## src/rtl/e32_config_controller.sv

```systemverilog
// E32 config-mode sequencer: parses C0..C4 frames, updates cfg/saved regs, streams replies (WRITE_ECHO_EN echoes C0/C2).
// Latency: EXEC the cycle after the final byte; replies stall indefinitely on i_tx_ready; aux_busy spans EXEC..hold end.
module e32_config_controller #(
  parameter int unsigned END_PROCESS_COMMAND = 6250,
  parameter int unsigned END_PROCESS_RESET   = 12500,
  parameter int unsigned BYTE_TIMEOUT        = 960,
  parameter logic [7:0]  DEFAULT_ADDH        = 8'h00,
  parameter logic [7:0]  DEFAULT_ADDL        = 8'h00,
  parameter logic [7:0]  DEFAULT_SPED        = 8'h1A,
  parameter logic [7:0]  DEFAULT_CHAN        = 8'h17,
  parameter logic [7:0]  DEFAULT_OPTION      = 8'h44,
  parameter logic [7:0]  VERSION_B1          = 8'h32,
  parameter logic [7:0]  VERSION_B2          = 8'h0D,
  parameter logic [7:0]  VERSION_B3          = 8'h14
) (
  input  logic       i_clk,
  input  logic       i_rst,
  input  logic       i_mode_en,
  input  logic [7:0] i_rx_data,
  input  logic       i_rx_valid,
  output logic [7:0] o_tx_data,
  output logic       o_tx_valid,
  input  logic       i_tx_ready,
  output logic [7:0] o_cfg_addh,
  output logic [7:0] o_cfg_addl,
  output logic [7:0] o_cfg_sped,
  output logic [7:0] o_cfg_chan,
  output logic [7:0] o_cfg_option,
  output logic       o_reset_req,
  output logic       o_aux_busy,
  output logic       o_cmd_error
);

  localparam logic [2:0] ST_IDLE     = 3'd0;
  localparam logic [2:0] ST_COLLECT  = 3'd1;
  localparam logic [2:0] ST_EXEC     = 3'd2;
  localparam logic [2:0] ST_RESPOND  = 3'd3;
  localparam logic [2:0] ST_HOLD     = 3'd4;
  localparam logic [2:0] ST_RST_HOLD = 3'd5;

  localparam int unsigned HOLD_MAX = (END_PROCESS_RESET > END_PROCESS_COMMAND) ?
                                     END_PROCESS_RESET : END_PROCESS_COMMAND;
  localparam int HW = $clog2(HOLD_MAX + 1);
  localparam int TW = $clog2(BYTE_TIMEOUT + 1);
  localparam logic [HW-1:0] CMD_LAST  = HW'(END_PROCESS_COMMAND - 1);
  localparam logic [HW-1:0] RST_LAST  = HW'(END_PROCESS_RESET - 1);
  localparam logic [TW-1:0] TMO_LIMIT = TW'(BYTE_TIMEOUT);
  localparam logic [39:0]   DEFAULTS  = {DEFAULT_ADDH, DEFAULT_ADDL, DEFAULT_SPED,
                                         DEFAULT_CHAN, DEFAULT_OPTION};

  // Parameter blocks packed ADDH..OPTION, MSB first, matching wire order.
  logic [2:0]    r_state;
  logic [7:0]    r_hdr;
  logic [39:0]   r_pay;
  logic [39:0]   r_act;
  logic [39:0]   r_sav;
  logic [2:0]    r_cnt;
  logic [TW-1:0] r_tmo;
  logic [HW-1:0] r_hold;
  logic [39:0]   r_buf;
  logic [2:0]    r_left;
  logic [7:0]    r_tx_data;
  logic          r_tx_valid;
  logic          r_reset_req;
  logic          r_busy;
  logic          r_err;

  logic w_is_write;
  logic w_last_byte;
  logic w_stray_byte;

  assign w_is_write   = (r_hdr == 8'hC0) || (r_hdr == 8'hC2);
  assign w_last_byte  = w_is_write ? (r_cnt == 3'd4) : (r_cnt == 3'd1);
  assign w_stray_byte = i_rx_valid && (r_state != ST_IDLE) && (r_state != ST_COLLECT);

  always_ff @(posedge i_clk or posedge i_rst) begin
    if (i_rst) begin
      r_state     <= ST_IDLE;
      r_hdr       <= 8'h00;
      r_pay       <= 40'h0;
      r_act       <= DEFAULTS;
      r_sav       <= DEFAULTS;
      r_cnt       <= 3'd0;
      r_tmo       <= '0;
      r_hold      <= '0;
      r_buf       <= 40'h0;
      r_left      <= 3'd0;
      r_tx_data   <= 8'h00;
      r_tx_valid  <= 1'b0;
      r_reset_req <= 1'b0;
      r_busy      <= 1'b0;
      r_err       <= 1'b0;
    end else begin
      r_err       <= w_stray_byte;
      r_reset_req <= 1'b0;
      case (r_state)
        ST_IDLE: begin
          if (i_rx_valid && i_mode_en) begin
            r_hdr <= i_rx_data;
            r_cnt <= 3'd0;
            r_tmo <= '0;
            case (i_rx_data)
              8'hC0, 8'hC1, 8'hC2, 8'hC3, 8'hC4: r_state <= ST_COLLECT;
              default:                           r_err   <= 1'b1;
            endcase
          end
        end
        ST_COLLECT: begin
          // Abort and timeout take priority over a byte arriving in the same cycle.
          if (!i_mode_en || (r_tmo == TMO_LIMIT)) begin
            r_err   <= 1'b1;
            r_state <= ST_IDLE;
          end else if (i_rx_valid) begin
            r_tmo <= '0;
            if (!w_is_write && (i_rx_data != r_hdr)) begin
              r_err   <= 1'b1;
              r_state <= ST_IDLE;
            end else begin
              r_pay <= {r_pay[31:0], i_rx_data};
              r_cnt <= r_cnt + 3'd1;
              if (w_last_byte) begin
                r_state <= ST_EXEC;
                r_busy  <= 1'b1;
              end
            end
          end else begin
            r_tmo <= r_tmo + 1'b1;
          end
        end
        ST_EXEC: begin
          r_hold  <= '0;
          r_state <= ST_HOLD;
          case (r_hdr)
            8'hC0, 8'hC2: begin
              r_act <= r_pay;
              if (r_hdr == 8'hC0) r_sav <= r_pay;
`ifdef WRITE_ECHO_EN
              r_tx_data  <= r_hdr;
              r_buf      <= r_pay;
              r_left     <= 3'd5;
              r_tx_valid <= 1'b1;
              r_state    <= ST_RESPOND;
`endif
            end
            8'hC1: begin
              r_tx_data  <= 8'hC0;
              r_buf      <= r_sav;
              r_left     <= 3'd5;
              r_tx_valid <= 1'b1;
              r_state    <= ST_RESPOND;
            end
            8'hC3: begin
              r_tx_data  <= 8'hC3;
              r_buf      <= {VERSION_B1, VERSION_B2, VERSION_B3, 16'h0000};
              r_left     <= 3'd3;
              r_tx_valid <= 1'b1;
              r_state    <= ST_RESPOND;
            end
            default: begin
              r_act       <= r_sav;
              r_reset_req <= 1'b1;
              r_state     <= ST_RST_HOLD;
            end
          endcase
        end
        ST_RESPOND: begin
          if (r_tx_valid && i_tx_ready) begin
            if (r_left == 3'd0) begin
              r_tx_valid <= 1'b0;
              r_tx_data  <= 8'h00;
              r_state    <= ST_HOLD;
            end else begin
              r_tx_data <= r_buf[39:32];
              r_buf     <= {r_buf[31:0], 8'h00};
              r_left    <= r_left - 3'd1;
            end
          end
        end
        ST_HOLD: begin
          if (r_hold == CMD_LAST) begin
            r_busy  <= 1'b0;
            r_state <= ST_IDLE;
          end else begin
            r_hold <= r_hold + 1'b1;
          end
        end
        ST_RST_HOLD: begin
          if (r_hold == RST_LAST) begin
            r_busy  <= 1'b0;
            r_state <= ST_IDLE;
          end else begin
            r_hold <= r_hold + 1'b1;
          end
        end
        default: r_state <= ST_IDLE;
      endcase
    end
  end

  assign o_tx_data    = r_tx_data;
  assign o_tx_valid   = r_tx_valid;
  assign o_cfg_addh   = r_act[39:32];
  assign o_cfg_addl   = r_act[31:24];
  assign o_cfg_sped   = r_act[23:16];
  assign o_cfg_chan   = r_act[15:8];
  assign o_cfg_option = r_act[7:0];
  assign o_reset_req  = r_reset_req;
  assign o_aux_busy   = r_busy;
  assign o_cmd_error  = r_err;

endmodule
```

## config.mk

```make
export PLATFORM = sky130hd
export DESIGN_NAME = e32_config_controller
export DESIGN_NICKNAME = d
export VERILOG_FILES = /design/src/rtl/e32_config_controller.sv
export SDC_FILE = /design/constraint.sdc
export NUM_CORES = 1
export LEC_CHECK = 0
export ABC_AREA = 1
export ABC_CLOCK_PERIOD_IN_PS = 15300
export CAP_MARGIN = 20
export CORE_MARGIN = 2
export CORE_UTILIZATION = 43
export DETAILED_ROUTE_END_ITERATION = 8
export MAX_ROUTING_LAYER = met4
export PLACE_DENSITY_LB_ADDON = 0.15
export SLEW_MARGIN = 30
export SYNTH_ARGS = -nofsm -noshare
export SYNTH_HDL_FRONTEND = slang
export SYNTH_SLANG_ARGS = --single-unit
```

## constraint.sdc

```tcl
create_clock -name i_clk -period 15.3 [get_ports i_clk]
set_clock_uncertainty 0.2 [all_clocks]
set_input_delay 4.59 -clock i_clk [delete_from_list [all_inputs] [get_ports i_clk]]
set_output_delay 4.59 -clock i_clk [all_outputs]
set_load 0.03 [all_outputs]
```

==> out/qor.csv <==
stage;metric;value;unit
clock_network;clock_path_buffers;3;
grt;grt_overflow_total;0;
power;power_density;100.8;nW/µm²
critical_path;worstSetupPathType;primary input to async pin;
critical_path;crit_path_cell_trace;clkdlybuf4s50_1, inv_8, buf_6, buf_4;
synthesis;synth_cells;1224;
timing;worst_pin_slew;0.9543;ns
finish;antenna_cells;0;
clock_network;ctsHtreeMaxLevel;1;
floorplan;chipHeight;155.0;µm
clock_network;numCtsBuffers;25;
clock_network;tritoncts;yes;
clock_network;path_clk_slew;0.05;ns
synthesis;postSynthAreaPerCell;8.012;µm²
timing;rsz0062_at_grt;no;
routing;drc_errors;0;
synthesis;yosysSeqAreaShare;54.58;%
finish;drive_above_1_share;6.134;%
placement;place_congestion;0.8169;
critical_path;arrival;7.00;ns
critical_path;cp_max_fo;75;
hold_path;min_path_type;flop to flop;
critical_path;slowest_delay;0.78;ns
floorplan;fp.dieArea;24030;µm²
timing;period_minus_slack;6.666;ns
routing;routed-wl-met3;758;µm
floorplan;fp-row-count;55;
critical_path;slowest_stage;buf_4;
routing;m1WireLength;11710;µm
placement;io_buffers;64;
clock_network;ctsHoldBuffers;0;
grt;grt_start_max_net_pins;81;
timing;final-setup-viol-count;0;
critical_path;required;15.64;ns
routing;ant_nets;0;
timing;fmax;150.0;MHz
synthesis;yosysUniqueCellTypes;25;
routing;vias_per_cell;5.070;
routing;wl_met2;10650;µm
floorplan;dieWidth;155.0;µm
critical_path;startpoint_type;primary input;
clock_network;cts_root_buf;clkbuf_16;
timing;fin_setup_tns;0;ns
power;ir_drop;0.07148;mV
floorplan;start_util;43.58;%
finish;multi_input_area;3754;µm²
critical_path;cp_top_family;buffers and inverters;
floorplan;design.core.area;22500;µm²
grt;antenna_found_initial;0;
run_status;status;completed;
critical_path;critPathBufInv;4;
critical_path;critPathCaptureType;async pin;
grt;grt_pass1_vias;7536;
routing;highest_layer;met4;
routing;routedWlPerCell;15.00;µm
timing;finalHoldViolations;0;
clock_network;cts-resized-gates;0;
timing;slew_headroom;36.14;%
synthesis;synth-seq-cells;213;
floorplan;io_pins;65;
finish;final-seq-area;5353;µm²
power;p_leak;0.005422;µW
finish;fin_util;50.99;%
synthesis;syn_area;9807;µm²
routing;vias;7975;
clock_network;cts.sinks;213;
grt;grt_usage;20.63;%
finish;syn_to_final_growth;16.99;%
routing;initialDrtViolationCount;409;
synthesis;synth_nets;1244;
routing;first_pass_iters;4;
synthesis;yosys_warnings;0;
grt;grt_pass1_wl;39220;µm
timing;period_share;43.57;%
routing;wirelength;23590;µm
timing;drv_slew;0;
finish;nFillCells;2199;
clock_network;cts_setup_buffers;0;
finish;layout.nets;1289;
placement;hpwl;14970;µm
flow_run;drv_cap;0;
clock_network;clk_latency;0.52;ns
-- power by group --
part           switching, µW  internal (µW)
sequential            0.0569            564
clock                    228            345
combinational           14.9           4.47
-- layout make-up --
class                           count  area share, %
Timing Repair Buffer               73          6.205
Clock inverter                      5         0.5234
Multi-Input combinational cell    824          32.72
Inverter                          132          4.384
Sequential cell                   213          46.65
Clock buffer                       41          6.412
Tap cell                          285          3.108
-- Yosys cell counts --
master,instances,area (µm²)
nand3b_1,1,7.510
nand4_1,8,50.05
nor2_2,3,18.77
nor3_1,10,50.05
nor2_1,108,405.4
inv_1,129,484.2
o22ai_1,4,25.02
buf_2,13,65.06
nor4_1,1,6.260
xor2_1,11,96.34
clkbuf_1,42,157.7
o21ai_0,221,1106
a21oi_1,40,200.2
nand2_1,322,1209
a22oi_1,1,7.510
ha_1,7,87.58
nand3_1,72,360.4
a21oi_4,1,16.27
o21ai_1,4,20.02
xnor2_1,3,26.28
or2_2,5,31.28
nand2_2,2,12.51
dfrtp_1,195,4880
dfstp_2,18,473.0
inv_2,3,11.26
-- metal layers --
layer / global-route usage (%) / vias up
met5: - / -
met4: 4.982 / 0
met3: 2.535 / 38
met2: 32.13 / 147
met1: 29.04 / 3764
li1: - / 4026
-- sequential cells by signal, indices dropped and copies added (netlist names), 3 cells and up --
| name | count |
|---|---|
| r_act | 40 |
| r_buf | 40 |
| r_pay | 40 |
| r_sav | 40 |
| r_hold | 14 |
| r_tmo | 10 |
| o_tx_data | 8 |
| r_hdr | 8 |
| r_cnt | 3 |
| r_left | 3 |
| r_state | 3 |
-- placed cells by master, fill, tap and decap left out, drive strengths merged, types with 5 or more instances in the layout --
cell	instances
a21oi	41
buf	9
clkbuf	41
clkdlybuf4s50	64
dfrtp	195
dfstp	18
ha	7
inv	134
nand2	324
nand3	72
nand4	8
nor2	111
nor3	10
o21ai	225
or2	5
xor2	11
-- worst register-to-register path, stage by stage (launching register included) --
cell and delay (ns):
dfrtp_1 0.42, nand2_1 0.08, nor2_2 0.53, inv_2 0.56, a21oi_1 0.27, nor2_1 0.07
nand2_2 0.24, a21oi_4 0.04, buf_4 0.32, inv_2 0.33, o21ai_0 0.14
-- worst paths after layout --
kind | start | slack [ns] | depth (start not counted) | to
min reg2reg | r_buf[28] | 0.27 | 2 | r_buf[28]
min | r_buf[28] | 0.27 | 2 | r_buf[28]
min in group asynchronous | i_rst | 4.34 | 2 | r_sav[36]
max in group i_clk | i_rx_data[5] | 8.68 | 13 | r_pay[7]
max reg2reg | r_state[0] | 11.95 | 10 | r_left[2]
max | i_rst | 8.63 | 4 | r_pay[21]
-- stage by stage --
stage / hold WS [ns] / instance area [µm²] / setup WS, ns / power [µW] / cells
after floorplan: 0.2422 / 9807 / 4.717 / 584.6 / 1224
after global placement: 0.2561 / 10670 / 7.742 / 593.9 / 1527
after detailed placement: 0.2607 / 10670 / 7.733 / 594.1 / 1527
after CTS: 0.2751 / 11460 / 8.275 / 1171 / 1573
after global routing: 0.2908 / 11470 / 8.232 / 1197 / 1573
final: 0.2721 / 11470 / 8.634 / 1156 / 1573
-- cells by family (layout without fill, tap and decap cells) --
kind of cell	Yosys count	in the layout	synth area share, %
simple gates	532	532	21.93
buf+inv	187	251	7.323
xor+xnor	14	14	1.250
fa+ha+maj	7	7	0.8930
compound gates	271	271	14.02
flops	213	213	54.58
Power figures use the tool's default switching activity.
